### config.mk
export PLATFORM = sky130hd
export DESIGN_NAME = can_mac_bit_destuffer
export DESIGN_NICKNAME = d
export VERILOG_FILES = /design/src/rtl/can_mac_bit_destuffer.sv
export SDC_FILE = /design/constraint.sdc
export NUM_CORES = 1
export LEC_CHECK = 0
export CORE_MARGIN = 8
export CORE_UTILIZATION = 49
export CTS_CLUSTER_SIZE = 8
export DETAILED_ROUTE_END_ITERATION = 12
export GPL_TIMING_DRIVEN = 0
export HOLD_SLACK_MARGIN = 0.02
export PLACE_DENSITY_LB_ADDON = 0.3
export SLEW_MARGIN = 20
export SYNTH_ARGS = -nofsm -noshare
export SYNTH_HDL_FRONTEND = slang
export SYNTH_SLANG_ARGS = --single-unit
### constraint.sdc
create_clock -name CLK -period 1.9 [get_ports CLK]
set_clock_uncertainty 0.15 [all_clocks]
set_input_delay 0.57 -clock CLK [delete_from_list [all_inputs] [get_ports CLK]]
set_output_delay 0.57 -clock CLK [all_outputs]
set_load 0.005 [all_outputs]
### src/rtl/can_mac_bit_destuffer.sv
// Receive-side CAN bit destuffer: drops stuff bits after five equal bits,
// forwards destuffed bits to the CRC-15 unit and flags stuff errors.
module can_mac_bit_destuffer #(
    parameter int CNT_W = 7
) (
    input  logic             CLK,
    input  logic             RST,
    input  logic             SAMPLE_STRB,
    input  logic             SAMPLE_VAL,
    input  logic             DESTUFF_EN,
    input  logic             FRAME_START,
    output logic             BITVAL,
    output logic             BITSTRB,
    output logic             CRC_CLEAR,
    output logic             STUFF_BIT,
    output logic             STUFF_PENDING,
    output logic             STUFF_ERR,
    output logic [CNT_W-1:0] BIT_CNT
);

    localparam logic [2:0] RUN_STUFF = 3'd5;

    logic             last_q, last_d;
    logic [2:0]       run_q, run_d;
    logic             err_q, err_d;
    logic             pend_q, pend_d;
    logic             bitval_q, bitval_d;
    logic             bitstrb_q, bitstrb_d;
    logic             clr_q, clr_d;
    logic             stuff_q, stuff_d;
    logic [CNT_W-1:0] cnt_q, cnt_d;

    always_comb begin
        last_d    = last_q;
        run_d     = run_q;
        err_d     = err_q;
        bitval_d  = bitval_q;
        bitstrb_d = 1'b0;
        clr_d     = 1'b0;
        stuff_d   = 1'b0;
        cnt_d     = cnt_q;

        // FRAME_START has priority; a coincident sample is discarded.
        if (FRAME_START) begin
            run_d  = 3'd0;
            err_d  = 1'b0;
            cnt_d  = '0;
            last_d = 1'b1;
            clr_d  = 1'b1;
        end else if (SAMPLE_STRB && !err_q) begin
            if (!DESTUFF_EN) begin
                run_d  = 3'd0;
                last_d = 1'b1;
            end else if (run_q != RUN_STUFF) begin
                bitstrb_d = 1'b1;
                bitval_d  = SAMPLE_VAL;
                if (cnt_q != '1) cnt_d = cnt_q + CNT_W'(1);
                if (SAMPLE_VAL == last_q && run_q != 3'd0) run_d = run_q + 3'd1;
                else                                       run_d = 3'd1;
                last_d = SAMPLE_VAL;
            end else if (SAMPLE_VAL != last_q) begin
                // Dropped stuff bit opens the next run.
                stuff_d = 1'b1;
                run_d   = 3'd1;
                last_d  = SAMPLE_VAL;
            end else begin
                err_d = 1'b1;
            end
        end

        pend_d = (run_d == RUN_STUFF) && !err_d;
    end

    always_ff @(posedge CLK or posedge RST) begin
        if (RST) begin
            last_q    <= 1'b1;
            run_q     <= 3'd0;
            err_q     <= 1'b0;
            pend_q    <= 1'b0;
            bitval_q  <= 1'b1;
            bitstrb_q <= 1'b0;
            clr_q     <= 1'b0;
            stuff_q   <= 1'b0;
            cnt_q     <= '0;
        end else begin
            last_q    <= last_d;
            run_q     <= run_d;
            err_q     <= err_d;
            pend_q    <= pend_d;
            bitval_q  <= bitval_d;
            bitstrb_q <= bitstrb_d;
            clr_q     <= clr_d;
            stuff_q   <= stuff_d;
            cnt_q     <= cnt_d;
        end
    end

    assign BITVAL        = bitval_q;
    assign BITSTRB       = bitstrb_q;
    assign CRC_CLEAR     = clr_q;
    assign STUFF_BIT     = stuff_q;
    assign STUFF_PENDING = pend_q;
    assign STUFF_ERR     = err_q;
    assign BIT_CNT       = cnt_q;

endmodule

## Word-level counts from Yosys, hierarchy flattened

Cells that the tools add are included.

| word-level totals | value |
|---|---|
| logic and storage cells | 62 |
| register bits after elaboration | 17 |
| output and inout port bits | 13 |

| operators by class | value |
|---|---|
| equality and inequality tests | 6 |
| multiplexer cells | 31 |
| reduce and logical (&&, ||, !) cells | 13 |
| bitwise gates (word level) | 1 |
| add/subtract/negate cells | 2 |

Operators by type and width:

| operator | number |
|---|---|
| 7-bit two-way mux | 5 |
| 1-bit two-way mux | 20 |
| 3-bit two-way mux | 6 |
| 4-bit AND reduction | 2 |
| 2-bit nonzero test | 4 |
| 7-bit by 1-bit adder with 7-bit output, second input constant | 1 |
| 7-bit inequality test, second input constant | 1 |
| 4-bit by 1-bit inequality test with 1-bit output, second input constant | 1 |
| 3-bit by 1-bit adder with 3-bit output, second input constant | 1 |
| 3-bit equality test, second input constant | 1 |
| 1-bit logical AND | 3 |
| 3-bit inequality test, second input constant | 1 |
| 3-bit nonzero test | 1 |
| 1-bit logical NOT | 2 |
| 2-bit AND reduction | 1 |
| 1-bit equality test | 1 |
| 1-bit inequality test | 1 |
| 1-bit NOT | 1 |

## Longest topological paths before layout

| depth | value |
|---|---|
| word-level depth | 9 |
| mapped depth | 6 |
| gate-level depth less buffers | 6 |

## Worst setup path before layout

OpenSTA, ideal clock, no wires.

| timing | value |
|---|---|
| path kind | register to register |
| start | register cnt_q[0] (netlist: BIT_CNT[0]) |
| end | register cnt_q[5] (netlist: BIT_CNT[5]) |
| period minus slack after synthesis | 1.741 ns |
| path buffers | 0 |
| stages on the path, launching flop included | 6 |
| library setup time | 0.078 ns |
| arrival | 1.513 ns |
| path slack | 0.159 ns |
| cells stage by stage | dfrtp_1 ha_1 nand3_1 o211ai_4 or4_1 a21oi_1 |

| between the ends | value |
|---|---|
| longest elaborated chain between the ends | 6 |
| elaborated cells between the ends (all ways) | 9 |
| classes of those cells | add/sub: 1; eq/ne: 1; mux: 5; reduce/logical: 2 |

RTL lines:

| item | line | source |
|---|---|---|
| start: declaration | 31 | `logic [CNT_W-1:0] cnt_q, cnt_d;` |
| start signal: assignment | 94 | `cnt_q <= cnt_d;` |
| 7-bit by 1-bit adder with 7-bit output | 57 | `if (cnt_q != '1) cnt_d = cnt_q + CNT_W'(1);` |
| 7-bit two-way mux | 57 |  |
| 7-bit two-way mux | 54 | `end else if (run_q != RUN_STUFF) begin` |
| 7-bit two-way mux | 51 | `if (!DESTUFF_EN) begin` |
| 7-bit two-way mux | 50 | `end else if (SAMPLE_STRB && !err_q) begin` |
| 7-bit two-way mux | 44 | `if (FRAME_START) begin` |

Several ways; a longest one is shown, not always the timed one. The select of a mux whose other input is x is not followed.
A chain may end at the register's enable or synchronous reset.

## Worst setup path after layout

| timing | value |
|---|---|
| start | register run_q[0] |
| end | register pend_q (netlist: STUFF_PENDING) |

| between the ends | value |
|---|---|
| longest elaborated chain between the ends | 9 |
| elaborated cells between the ends (all ways) | 17 |
| classes of those cells | add/sub: 1; eq/ne: 2; mux: 10; reduce/logical: 4 |

RTL lines:

| item | line | source |
|---|---|---|
| start: declaration | 24 | `logic [2:0] run_q, run_d;` |
| start signal: assignment | 87 | `run_q <= run_d;` |
| branches (longest 5 deep; another with 3-bit by 1-bit adder with 3-bit output) | - |  |
| 3-bit two-way mux (*) | 50 |  |
| 3-bit two-way mux (*) | 44 |  |
| via run_d[0] | 24 |  |
| 3-bit equality test (*) | 71 | `pend_d = (run_d == RUN_STUFF) && !err_d;` |
| 1-bit logical AND (*) | 71 |  |
| via pend_d | 26 | `logic pend_q, pend_d;` |
| end signal: assignment | 89 | `pend_q <= pend_d;` |
| end: declaration | 26 |  |

Mark *: on every way through the listed nets, which the timed path passes.

==> flow_metrics.env <==
export IMPL_dp_cells=126
export IMPL_sequential_share_of_power=0.552
export IMPL_synth_xor_xnor_area_share=0.02954
export IMPL_synth_seq_cells=17
export IMPL_gp_routability_congestion=0.7962
export IMPL_initial_drt_markers=29
export IMPL_power_static_leakage_nw=0.6206
export IMPL_placement_setup_worst_slack_ns=-0.5898
export IMPL_clock_insertion_delay_worst_skew_ns=0.30
export IMPL_yosys_warnings=0
export IMPL_final_wirelength_mm=2.511
export IMPL_r2r_start="run_q[0]"
export IMPL_vdd_drop_max_uv=441.4
export IMPL_yosysUniqueCellTypes=39
export IMPL_coreArea_mm2=0.001727
export IMPL_power_combinational_fraction=0.156
export IMPL_cts_num_sinks=17
export IMPL_port_bufs=18
export IMPL_achievable_frequency_ghz=0.5373
export IMPL_timing_final_max_slew_violations=0
export IMPL_grt_pass1_wl_mm=3.795
export IMPL_p_sw_frac=0.2667
export IMPL_setup_violations=0
export IMPL_synthesis_nets=93
export IMPL_timing_critical_path_required_ns=1.96
export IMPL_synthSimpleGateAreaFrac=0.2321
export IMPL_p_clk_frac=0.293
export IMPL_number_of_remaining_drc_errors=0
export IMPL_max_slew_worst_pin_slew_ns=0.6453
export IMPL_largest_register_ffs=7
export IMPL_synth_area_per_cell_um2=10.72
export IMPL_average_vias_per_placed_instance=5.831
export IMPL_first_global_vias=779
export IMPL_total_global_routing_overflow=0
export IMPL_grt_total_usage=0.1418
export IMPL_drtAntennaViolNets=0
export IMPL_cp_arrival_ns=1.92
export IMPL_timing_final_hold_violations=0
export IMPL_slack_of_the_critical_path_ns=0.03881
export IMPL_p_int_w=0.0005111
export IMPL_worst_path_max_fanout=6
export IMPL_die_h_um=58.61
export IMPL_finalWorstPathRequiredPeriod_ns=1.861
export IMPL_dr_pass1_iters=4
export IMPL_dr_total_vias=828
export IMPL_run_status="completed"
export IMPL_cts_made_buffers=3
export IMPL_hold_path_class="reg -> reg"
export IMPL_tritoncts="yes"
export IMPL_worst_r2r_path_depth=5
export IMPL_p_per_area_mw_per_mm2=541.8
export IMPL_synth_compound_area_share=0.1449
export IMPL_timing_critical_path_to_type="flip-flop"
export IMPL_combinational_family_with_the_most_area_after_synthesis="simple AND/OR/NAND/NOR gates"
export IMPL_grt_start_max_net_pins=18
export IMPL_cts_buffer_depth=2
export IMPL_detailedPlacementHpwl_mm=1.442
export IMPL_crit_path_start_kind="flip-flop"
export IMPL_effective_utilization_at_floorplan=0.5152
export IMPL_timing_max_cap_violations=0
export IMPL_grt_antenna_before_repair=0
export IMPL_setup_worst_path_end="STUFF_PENDING"
export IMPL_slew_headroom=0.5694
export IMPL_layout_nets=128
export IMPL_fin_total_pwr_w=0.0006969
export IMPL_die_width_um=58.61
export IMPL_fraction_of_synthesized_area_in_multiplexers=0.03516
export IMPL_timing_critical_path_from="run_q[0]"
export IMPL_worstSetupPathType="reg -> reg"
export IMPL_synth_instances=83
export IMPL_post_dp_cell_area_mm2=0.001101
export IMPL_synthesis_area_um2=889.6
export IMPL_worstReg2RegEnd="STUFF_PENDING"
export IMPL_placementRows=15
export IMPL_ioPinCount=19
export IMPL_wirelength_per_cell_um=17.68
export IMPL_post_route_util=0.7449
export IMPL_fin_crit_sh=0.9796
export IMPL_syn_to_final_growth_pct=44.58
export IMPL_yosysSeqAreaShare=0.4810
export IMPL_layoutNonFillerInstCount=142
export IMPL_antenna_cells=0
export IMPL_design_die_area_mm2=0.003435
export IMPL_share_of_synthesized_cell_area_in_full_adder_half_adder_and_majority_cells=0.05626
export IMPL_final_layout_size_suffix_gt1_frac=0.2650
export IMPL_root_buffer="clkbuf_4"
export IMPL_rrSetupSlack_ns=0.04
export IMPL_htreeDepth=1
export IMPL_fin_area_mm2=0.001286
export IMPL_clk_pin_slew_worst_paths_ns=0.10
export IMPL_total_switching_power_w=0.0001859
critical path: stages (launching register included):
cell and delay [ns]:
dfrtp_1 0.46, ha_2 0.25, and2_2 0.22, a211o_1 0.27, a31oi_2 0.19, nor4b_4 0.23
layout make-up:
| cell class | count | area, um^2 |
|---|---|---|
| multi-input combinational | 61 | 506.7 |
| fill | 127 | 440.4 |
| sequential | 17 | 429.2 |
| timing repair buffer | 30 | 274.0 |
| tap | 25 | 31.28 |
| clock buffer | 4 | 26.28 |
| inverter | 4 | 15.01 |
| buffer | 1 | 3.754 |
Yosys cell counts, drive strengths merged:
cell type / number / area share
nand2: 6 / 0.028
nand2b: 2 / 0.014
ha: 4 / 0.056
nor4b: 1 / 0.017
nand3: 5 / 0.034
nor2: 7 / 0.030
o21ai: 3 / 0.017
nor4: 2 / 0.014
and2: 1 / 0.0070
nor3b: 2 / 0.017
mux2: 1 / 0.013
nor2b: 1 / 0.0070
xor2: 2 / 0.020
nand4: 2 / 0.014
dfrtp: 15 / 0.42
or3: 2 / 0.014
and3b: 1 / 0.014
a31o: 1 / 0.0098
mux2i: 2 / 0.023
a211o: 1 / 0.0098
a21o: 1 / 0.0084
nor3: 1 / 0.0056
o31ai: 1 / 0.0084
a21oi: 3 / 0.017
a41oi: 1 / 0.0098
inv: 4 / 0.017
o2111ai: 1 / 0.0098
clkbuf: 1 / 0.0042
or4: 1 / 0.0084
xnor2: 1 / 0.0098
o211ai: 1 / 0.024
a31oi: 2 / 0.021
nand3b: 1 / 0.0084
a32oi: 1 / 0.0098
dfstp: 2 / 0.059
power groups by stage:
stage | Combinational (W) | Clock [W] | Sequential (W)
6_report | 0.000109 | 0.000204 | 0.000385
5_1_grt | 0.000118 | 0.000212 | 0.000386
4_1_cts | 0.0000980 | 0.000201 | 0.000383
3_5_place_dp | 0.0000906 | 0 | 0.000392
3_3_place_gp | 0.0000883 | 0 | 0.000392
2_1_floorplan | 0.0000453 | 0 | 0.000392
stage by stage:
stage | setup TNS, ns | hold slack (ns)
2_1_floorplan | 0 | 0.3446
3_3_place_gp | -3.979 | 0.3828
3_5_place_dp | -4.587 | 0.3957
4_1_cts | -0.07714 | 0.4252
5_1_grt | -0.004681 | 0.4703
6_report | 0 | 0.4444
cell families after synthesis:
logic type                 after synthesis
buffers and inverters                    5
AOI/OAI and AO/OA                       16
xor gates and xnor gates                 3
adders and majority gates                4
and+or+nand+nor                         35
muxes                                    3
DFF                                     17
placed cells by master (no fill, tap or decap), types with 2 or more instances in the layout:
| cell | count |
|---|---|
| nand4_1 | 2 |
| nand2_1 | 5 |
| xor2_1 | 2 |
| nor3b_1 | 2 |
| buf_4 | 12 |
| a21oi_1 | 2 |
| clkdlybuf4s50_1 | 6 |
| ha_1 | 2 |
| nand3_1 | 3 |
| nand2b_1 | 2 |
| o21ai_0 | 2 |
| mux2i_1 | 2 |
| inv_1 | 4 |
| nor4_1 | 2 |
| nor2_1 | 7 |
| clkbuf_4 | 3 |
| dlygate4sd2_1 | 7 |
| dfrtp_1 | 14 |
| dfstp_2 | 2 |
| or3_1 | 2 |
| clkbuf_1 | 2 |
| dlymetal6s2s_1 | 5 |
worst min-delay path by stage:
stage               slack [ns]  depth (start not counted)          to  startpoint
floorplan                 0.34                          1     BITSTRB         RST
global placement          0.38                          2  BIT_CNT[6]  BIT_CNT[6]
detailed placement        0.40                          2  BIT_CNT[6]  BIT_CNT[6]
CTS                       0.43                          2      last_q      last_q
global route              0.47                          2      last_q      last_q
finish                    0.44                          2      last_q      last_q
what timing repair did:
action                     4_1_cts  5_1_grt
buffers inserted                10        2
pin swaps                        0        2
setup endpoints to repair       18        7
gates resized for setup         10       14
hold buffers                     0        0
routing by layer:
metal | vias up | part of all wire | routed length, um | track usage
met2 | 33 | 0.49 | 1224 | 0.2268
met5 | - | 0 | 0 | 0
met1 | 414 | 0.41 | 1040 | 0.1714
li1 | 374 | - | - | -
met3 | 7 | 0.078 | 195 | 0.05217
met4 | 0 | 0.020 | 50 | 0.04778
Note: power is estimated with default switching activity, not from simulation.
